**config.mk**
```make
export PLATFORM = sky130hd
export DESIGN_NAME = ita_scan_decoder_flat
export DESIGN_NICKNAME = d
export VERILOG_FILES = /design/src/rtl/ita_scan_decoder_if.sv /design/src/rtl/ita_scan_decoder.sv /design/src/flat_wrapper.sv
export SDC_FILE = /design/constraint.sdc
export NUM_CORES = 1
export LEC_CHECK = 0
export CAP_MARGIN = 5
export CORE_MARGIN = 3
export CORE_UTILIZATION = 45
export DETAILED_ROUTE_END_ITERATION = 8
export HOLD_SLACK_MARGIN = 0.06
export SLEW_MARGIN = 20
export SYNTH_ARGS = -nofsm -noshare
export SYNTH_HDL_FRONTEND = slang
export SYNTH_SLANG_ARGS = --single-unit
export TNS_END_PERCENT = 10
```
**constraint.sdc**
```tcl
create_clock -name clk -period 9.6 [get_ports clk]
set_input_delay 1.44 -clock clk [delete_from_list [all_inputs] [get_ports clk]]
set_output_delay 1.44 -clock clk [all_outputs]
set_load 0.02 [all_outputs]
```
**src/rtl/ita_scan_decoder_if.sv**
```systemverilog
// ---------------------------------------------------------------------------
// ita_scan_decoder_if : scan bus snoop, readback port and status of the decoder
// Rev 1.0
// ---------------------------------------------------------------------------
`default_nettype none

interface ita_scan_decoder_if;
  logic [11:0] sel;
  logic [13:0] segm;
  logic [3:0]  rd_addr;
  logic [7:0]  rd_char;
  logic        frame_valid;
  logic        msg_changed;
  logic        seq_err;
  logic        sel_err;
  logic        glyph_err;
  logic        locked;
  logic [7:0]  frame_count;

  modport master (
    output sel, segm, rd_addr,
    input  rd_char, frame_valid, msg_changed, seq_err, sel_err, glyph_err,
           locked, frame_count
  );

  modport slave (
    input  sel, segm, rd_addr,
    output rd_char, frame_valid, msg_changed, seq_err, sel_err, glyph_err,
           locked, frame_count
  );
endinterface

`default_nettype wire

```
**src/rtl/ita_scan_decoder.sv**
```systemverilog
// ---------------------------------------------------------------------------
// ita_scan_decoder : rebuilds 12-char frames from the 14-segment scan bus
// Rev 1.0
// ---------------------------------------------------------------------------
`default_nettype none

module ita_scan_decoder #(
  parameter int LOCK_FRAMES = 2
) (
  input  wire logic          clk,
  input  wire logic          rst,
  ita_scan_decoder_if.slave  bus
);

  localparam logic [3:0] LOCK_N = 4'(LOCK_FRAMES);

  typedef enum logic [0:0] {
    HUNT     = 1'b0,
    ASSEMBLE = 1'b1
  } state_t;

  state_t      state;
  logic [11:0] sel_q;
  logic [13:0] segm_q;
  logic [7:0]  wbuf [12];
  logic [7:0]  cbuf [12];
  logic [3:0]  last_idx;
  logic        prev_valid;
  logic        frame_bad;
  logic [3:0]  lock_cnt;
  logic        frame_valid_q;
  logic        msg_changed_q;
  logic        seq_err_q;
  logic        sel_err_q;
  logic        glyph_err_q;
  logic        locked_q;
  logic [7:0]  frame_count_q;

  logic [3:0]  idx;
  logic        one_hot;
  logic [7:0]  ch;
  logic        bad;
  logic        differs;

  always_comb begin
    idx = 4'd0;
    for (int i = 0; i < 12; i++) begin
      if (sel_q[i]) idx = 4'(i);
    end
  end

  assign one_hot = (sel_q != 12'd0) && ((sel_q & (sel_q - 12'd1)) == 12'd0);

  always_comb begin
    bad = 1'b0;
    case (segm_q)
      14'b11101111000000: ch = 8'h41;
      14'b10011100000000: ch = 8'h43;
      14'b10011110000000: ch = 8'h45;
      14'b10111101000000: ch = 8'h47;
      14'b10010000010010: ch = 8'h49;
      14'b01101100100100: ch = 8'h4E;
      14'b10110111000000: ch = 8'h53;
      14'b10000000010010: ch = 8'h54;
      14'b01111100000000: ch = 8'h55;
      14'b00001100001001: ch = 8'h56;
      14'b00000000000000: ch = 8'h20;
      default: begin
        ch  = 8'h3F;
        bad = 1'b1;
      end
    endcase
  end

  // Compare the frame about to be committed (digit 11 merged in) with cbuf
  always_comb begin
    differs = (ch != cbuf[11]);
    for (int i = 0; i < 11; i++) begin
      if (wbuf[i] != cbuf[i]) differs = 1'b1;
    end
  end

  always_ff @(posedge clk or posedge rst) begin
    if (rst) begin
      sel_q         <= '0;
      segm_q        <= '0;
      state         <= HUNT;
      last_idx      <= '0;
      prev_valid    <= 1'b0;
      frame_bad     <= 1'b0;
      lock_cnt      <= '0;
      frame_valid_q <= 1'b0;
      msg_changed_q <= 1'b0;
      seq_err_q     <= 1'b0;
      sel_err_q     <= 1'b0;
      glyph_err_q   <= 1'b0;
      locked_q      <= 1'b0;
      frame_count_q <= '0;
      for (int i = 0; i < 12; i++) begin
        wbuf[i] <= 8'h20;
        cbuf[i] <= 8'h20;
      end
    end else begin
      sel_q         <= bus.sel;
      segm_q        <= bus.segm;
      frame_valid_q <= 1'b0;
      msg_changed_q <= 1'b0;
      seq_err_q     <= 1'b0;
      sel_err_q     <= 1'b0;
      glyph_err_q   <= 1'b0;

      if (sel_q != 12'd0) begin
        if (!one_hot) begin
          sel_err_q <= 1'b1;
          state     <= HUNT;
          lock_cnt  <= '0;
          locked_q  <= 1'b0;
        end else begin
          case (state)
            HUNT: begin
              if (idx == 4'd0) begin
                wbuf[0]     <= ch;
                glyph_err_q <= bad;
                frame_bad   <= bad;
                last_idx    <= 4'd0;
                state       <= ASSEMBLE;
              end
            end
            ASSEMBLE: begin
              if (idx == last_idx) begin
                wbuf[idx]   <= ch;
                glyph_err_q <= bad;
                if (bad) frame_bad <= 1'b1;
              end else if (idx == last_idx + 4'd1) begin
                wbuf[idx]   <= ch;
                glyph_err_q <= bad;
                last_idx    <= idx;
                if (bad) frame_bad <= 1'b1;
                if (idx == 4'd11) begin
                  for (int i = 0; i < 11; i++) cbuf[i] <= wbuf[i];
                  cbuf[11]      <= ch;
                  frame_valid_q <= 1'b1;
                  msg_changed_q <= differs || !prev_valid;
                  prev_valid    <= 1'b1;
                  frame_count_q <= frame_count_q + 8'd1;
                  state         <= HUNT;
                  if (frame_bad || bad) begin
                    lock_cnt <= '0;
                    locked_q <= 1'b0;
                  end else if (lock_cnt < LOCK_N) begin
                    lock_cnt <= lock_cnt + 4'd1;
                    locked_q <= (lock_cnt + 4'd1 == LOCK_N);
                  end else begin
                    locked_q <= 1'b1;
                  end
                end
              end else begin
                seq_err_q <= 1'b1;
                lock_cnt  <= '0;
                locked_q  <= 1'b0;
                // A stray digit 0 is the start of a fresh frame, not just noise
                if (idx == 4'd0) begin
                  wbuf[0]     <= ch;
                  glyph_err_q <= bad;
                  frame_bad   <= bad;
                  last_idx    <= 4'd0;
                end else begin
                  state <= HUNT;
                end
              end
            end
            default: state <= HUNT;
          endcase
        end
      end
    end
  end

  assign bus.rd_char     = (bus.rd_addr < 4'd12) ? cbuf[bus.rd_addr] : 8'h00;
  assign bus.frame_valid = frame_valid_q;
  assign bus.msg_changed = msg_changed_q;
  assign bus.seq_err     = seq_err_q;
  assign bus.sel_err     = sel_err_q;
  assign bus.glyph_err   = glyph_err_q;
  assign bus.locked      = locked_q;
  assign bus.frame_count = frame_count_q;

endmodule

`default_nettype wire

```
**src/flat_wrapper.sv**
```systemverilog
// flat-port wrapper written by rule: the top's interface ports become plain ports
module ita_scan_decoder_flat 
#(
  parameter int LOCK_FRAMES = 2
)
  (clk, rst, bus_sel, bus_segm, bus_rd_addr, bus_rd_char, bus_frame_valid, bus_msg_changed, bus_seq_err, bus_sel_err, bus_glyph_err, bus_locked, bus_frame_count);
  ita_scan_decoder_if bus_i ();
  input  wire logic clk;
  input  wire logic rst;
  input wire logic [$bits(bus_i.sel)-1:0] bus_sel;
  input wire logic [$bits(bus_i.segm)-1:0] bus_segm;
  input wire logic [$bits(bus_i.rd_addr)-1:0] bus_rd_addr;
  output wire logic [$bits(bus_i.rd_char)-1:0] bus_rd_char;
  output wire logic [$bits(bus_i.frame_valid)-1:0] bus_frame_valid;
  output wire logic [$bits(bus_i.msg_changed)-1:0] bus_msg_changed;
  output wire logic [$bits(bus_i.seq_err)-1:0] bus_seq_err;
  output wire logic [$bits(bus_i.sel_err)-1:0] bus_sel_err;
  output wire logic [$bits(bus_i.glyph_err)-1:0] bus_glyph_err;
  output wire logic [$bits(bus_i.locked)-1:0] bus_locked;
  output wire logic [$bits(bus_i.frame_count)-1:0] bus_frame_count;
  assign bus_i.sel = bus_sel;
  assign bus_i.segm = bus_segm;
  assign bus_i.rd_addr = bus_rd_addr;
  assign bus_rd_char = bus_i.rd_char;
  assign bus_frame_valid = bus_i.frame_valid;
  assign bus_msg_changed = bus_i.msg_changed;
  assign bus_seq_err = bus_i.seq_err;
  assign bus_sel_err = bus_i.sel_err;
  assign bus_glyph_err = bus_i.glyph_err;
  assign bus_locked = bus_i.locked;
  assign bus_frame_count = bus_i.frame_count;
  ita_scan_decoder #(.LOCK_FRAMES(LOCK_FRAMES)) u_core (.clk(clk), .rst(rst), .bus(bus_i));
endmodule
```
# == Word level (Yosys, flattened, before mapping) ==
# Index checks and enable logic that the tools add are counted.
# classes
addsub,4
n_mul,0
div,0
n_lt_le_gt_ge,5
eq_ne,31
shift,0
muxes,90
bitwise,5
n_reduce_logical,17
# op_table
cell,count
equality test 14 bit (second input constant),7
bitwise mux 96 bit,1
2-to-1 mux 96 bit,1
2-to-1 mux 88 bit,1
!= test 8 bit,11
one-hot mux 7 bit (11 select lines),1
2-to-1 mux 4 bit,14
2-to-1 mux 1 bit,53
2-to-1 mux 8 bit,6
binary-select mux 8 bit (select 4 bit),1
demux 8 bit (select 4 bit),1
equality test 14 x 13 -> 1 bit (second input constant),2
one-hot mux 8 bit (2 select lines),1
equality test 14 x 10 -> 1 bit (second input constant),1
zero test 14 bit,1
bitwise AND 12 bit,1
zero test 12 bit,1
2-to-1 mux 3 bit,4
nonzero test 12 bit,1
subtractor 12 x 1 -> 12 bit (second input constant),1
OR reduction 11 bit,1
>= comparator 5 bit (second input constant),2
NOT 4 -> 5 bit,2
adder 4 x 1 -> 4 bit (second input constant),2
26 further kinds,35
# word_totals
register_bits,243
latchBits,0
ramBits,0
romBits,0
input_bits,32
out_inout_bits,22
wordCells,190
mem_count,0

# == Longest topological paths before layout ==
# depth
word_depth,21
ltp_mapped,13
ltp_nobuf,8

# == Worst setup path before layout ==
# No wires, ideal clock.
# synth_path
path_type,input to output
from,in bus_rd_addr[1]
to,out bus_rd_char[6]
arrival_ns,2.862
required_time_ns,8.160
slack_ns,5.298
path_stages,5
path_buffers,2
path_cell_list,clkbuf_1 -> clkbuf_1 -> mux4_2 -> mux2i_1 -> o22ai_1
# synth_between
elab_chain_len,5
# synth_rtl
item,line_no,text
"start, declared",flat_wrapper.sv:12,input wire logic [$bits(bus_i.rd_addr)-1:0] bus_rd_addr;
NOT 4 -> 5 bit (implied by the code),ita_scan_decoder.sv:179,assign bus.rd_char = (bus.rd_addr < 4'd12) ? cbuf[bus.rd_addr] : 8'h00;
binary-select mux 8 bit (select 4 bit),ita_scan_decoder.sv:179,
2-to-1 mux 8 bit (implied by the code) (2 in series),ita_scan_decoder.sv:179,
2-to-1 mux 8 bit *,ita_scan_decoder.sv:179,
"end, declared",flat_wrapper.sv:13,output wire logic [$bits(bus_i.rd_char)-1:0] bus_rd_char;
# Every way passes the cells marked *; elsewhere a longest branch is shown, timed or not. The select of a mux whose other input is x is not followed.

# == Final worst setup path ==
# layout_path
from,in bus_rd_addr[0]
to,out bus_rd_char[4]
# The elaborated chain is that of the path after synthesis.

==> qor.yml <==
status:
  run_status: "complete, no violations"
clocking:
  cts_inserted_buffers: 25
  ctsRootBufferMaster: "clkbuf_16"
  cts-hold-fix-buffers: 0
  clock-sinks: 214
  clock_tree.htree_level_count: 1
  clkTransAtPathRegs_ns: 0.06
  cts_tree: "yes"
  cts_resized: 0
  cts.repair_timing.setup_buffer_count: 0
  clk_latency_ns: 0.51
  ctsLongestPathBuffers: 3
pwr:
  p_per_area_mw_per_mm2: 153.8
  ir_drop_mv: 0.1141
  leakagePower_nw: 5.508
die:
  die_width_um: 158.8
  fp-row-count: 55
  core_area_mm2: 0.02278
  initial_core_utilization: 0.4614
  die_area_mm2: 0.02522
  design.portCount: 54
  dieHeight_um: 158.8
min_path:
  hold_path.startpoint: "u_core.wbuf[13]$_DFFE_PP1P_"
  min_delay_path_depth: 2
  hold_endpoint: "u_core.cbuf[13]$_DFFE_PP1P_"
  min-delay-path-class: "reg2reg"
synthesis:
  yosys_warns: 0
  netlist_instances: 989
  postSynth.topFlopCell: "dfrtp_1"
  synth_edf_count: 0
  synth-seq-area-share: 0.5123
  synthesis.area_mm2: 0.01051
  synthesis.nets: 1025
  synth_largest_area_cell: "dfrtp_1"
  netlist_top_cells_area: "dfrtp_1, nand2_1, dfstp_2"
  top_area_cell_type_share_of_the_netlist_area: 0.4548
  ys_seq_elements: 214
  syn-mean-instance-area_um2: 10.63
  yosys.cell_types.count: 81
  async_set_reset_flop_share_out_of_synthesis: 1.000
routing:
  drt-initial-drc-count: 591
  vias_per_cell: 5.514
  drc: 0
  post_drt_wl_per_cell_um: 19.86
  total_via_count_in_the_routed_design: 7526
  route.final.wire_length_um: 27110
  final_antenna_net_count: 0
  drt-pass1-iter-count: 5
cells_and_area:
  register_area_mm2: 0.005384
  post-route-util: 0.5324
  layout.cells.most_common: "nand2_1"
  num-nets-final: 1072
  syn_to_final_growth_pct: 15.39
  multi_input_comb_area_mm2: 0.004752
  drive_above_1_share: 0.1511
  nFillCells: 2019
  antenna_cells: 0
  most-common-layout-cells: "nand2_1, dfrtp_1, inv_1, clkdlybuf4s50_1, o21ai_0"
timing:
  worst-slew-pin-transition_ns: 0.9879
  final.period_utilization: 0.5451
  max_freq_mhz: 191.1
  timing.final.setup_violations: 0
  grt_setup_unrepaired: "no"
  finalSetupTns_ns: 0
  report.final.slew_viol_count: 0
  timing.clock.skew_ns: 0.01095
  max-slew-margin-rel: 0.3378
  hold_viol: 0
  post_layout_min_period_ns: 5.233
critical_path:
  rr_startpoint: "u_core.sel_q[11]$_DFF_PP0_"
  number_of_cells_traversed_by_the_worst_register_to_register_path: 8
  data_arrival_time_at_the_worst_slack_endpoint_ns: 3.79
  worst-setup-path-type: "in2out"
  largest_fanout_on_the_critical_path: 22
  crit_path_start_kind: "input port"
  timing.critical_path.required_ns: 8.16
  r2r-end: "u_core.wbuf[34]$_DFFE_PP0P_"
  timing.reg2reg.setup_slack_ns: 5.56
  worst_setup_path_end_kind: "output port"
placed_design:
  gp_congestion: 0.8762
  hpwl_um: 18200
  portBuffers: 53
grt:
  grt_pass1_vias: 7519
  grt_first_pass_wirelength_um: 43640
  total_global_routing_track_utilization: 0.2168
  grt_overflow: 0
  grt_start_max_net_pins: 134
  antenna_found_initial: 0
job:
  maxCapViolations: 0
-- flip-flops by register name, summed over array words and instances (netlist names), 4 cells and up --
register	cells
u_core.wbuf	78
u_core.bus.frame_count	8
u_core.sel_q	12
u_core.last_idx	4
u_core.segm_q	14
u_core.lock_cnt	4
u_core.cbuf	85
-- where the power goes --
part	switching (mW)	total, mW	internal [mW]
Clock	0.364	0.884	0.520
Sequential	0.0107	0.920	0.909
Combinational	0.0372	0.0619	0.0247
-- synth_stat cells (9+ instances only) --
master	instances
o22ai_1	13
nand2_1	223
clkbuf_1	23
nor4_1	19
dfstp_2	23
nand4_1	16
mux2_1	9
xnor2_1	42
buf_2	14
nor3_1	13
mux2_2	34
o21ai_0	45
dfrtp_1	191
inv_1	55
nand3_1	14
xor2_1	30
mux4_2	21
nor2_1	33
mux2i_1	25
-- per-stage QoR --
| stage | total power [mW] | hold slack, ns | setup slack [ns] | area [um^2] | std cells |
|---|---|---|---|---|---|
| after floorplan | 0.9725 | 0.4349 | 2.347 | 10510 | 989 |
| after global placement | 0.9980 | 0.4596 | 4.343 | 11330 | 1321 |
| after detailed placement | 0.9987 | 0.4608 | 4.334 | 11330 | 1321 |
| after CTS | 1.887 | 0.4771 | 4.320 | 12100 | 1364 |
| after global routing | 1.938 | 0.4971 | 4.265 | 12130 | 1365 |
| final | 1.865 | 0.4764 | 4.367 | 12130 | 1365 |
-- cells by family (layout without fill, tap and decap cells) --
kind of cell    count (synthesis)  after routing  synth area share
xor+xnor                       72             72           0.06001
flops                         214            214            0.5123
compound gates                128            128           0.08775
simple gates                  379            379            0.1753
buf+inv                        97            160           0.03739
fa+ha+maj                       6              6          0.006668
mux                            93             93            0.1206
-- worst max-delay path, stage by stage --
cell,delay [ns]
clkdlybuf4s50_1,0.46
buf_4,0.35
mux4_2,0.56
mux2i_1,0.26
o22ai_1,0.16
clkdlybuf4s50_1,0.56
-- how the worst max path moves through the flow --
stage	start	to	cells after the start
floorplan	rst	u_core.bus.frame_count[0]$_DFFE_PP0P_	1
global placement	bus_rd_addr[0]	bus_rd_char[5]	6
detailed placement	bus_rd_addr[0]	bus_rd_char[5]	6
CTS	bus_rd_addr[0]	bus_rd_char[5]	6
global route	bus_rd_addr[0]	bus_rd_char[4]	6
finish	bus_rd_addr[0]	bus_rd_char[4]	6
-- layout make-up --
type / count / share of cell area
Clock inverter: 8 / 0.003302
Clock buffer: 35 / 0.05964
Tap cell: 313 / 0.03229
Sequential cell: 214 / 0.4440
Timing Repair Buffer: 62 / 0.05128
Inverter: 55 / 0.01764
Multi-Input combinational cell: 678 / 0.3919
-- per-layer routing --
metal	part of all wire	vias up	global-route usage
met5	0	-	0
met4	0.028	0	0.06049
met3	0.046	43	0.02974
met2	0.47	203	0.3438
met1	0.46	3753	0.3144
li1	-	3527	-
(Power assumes the default switching activity.)
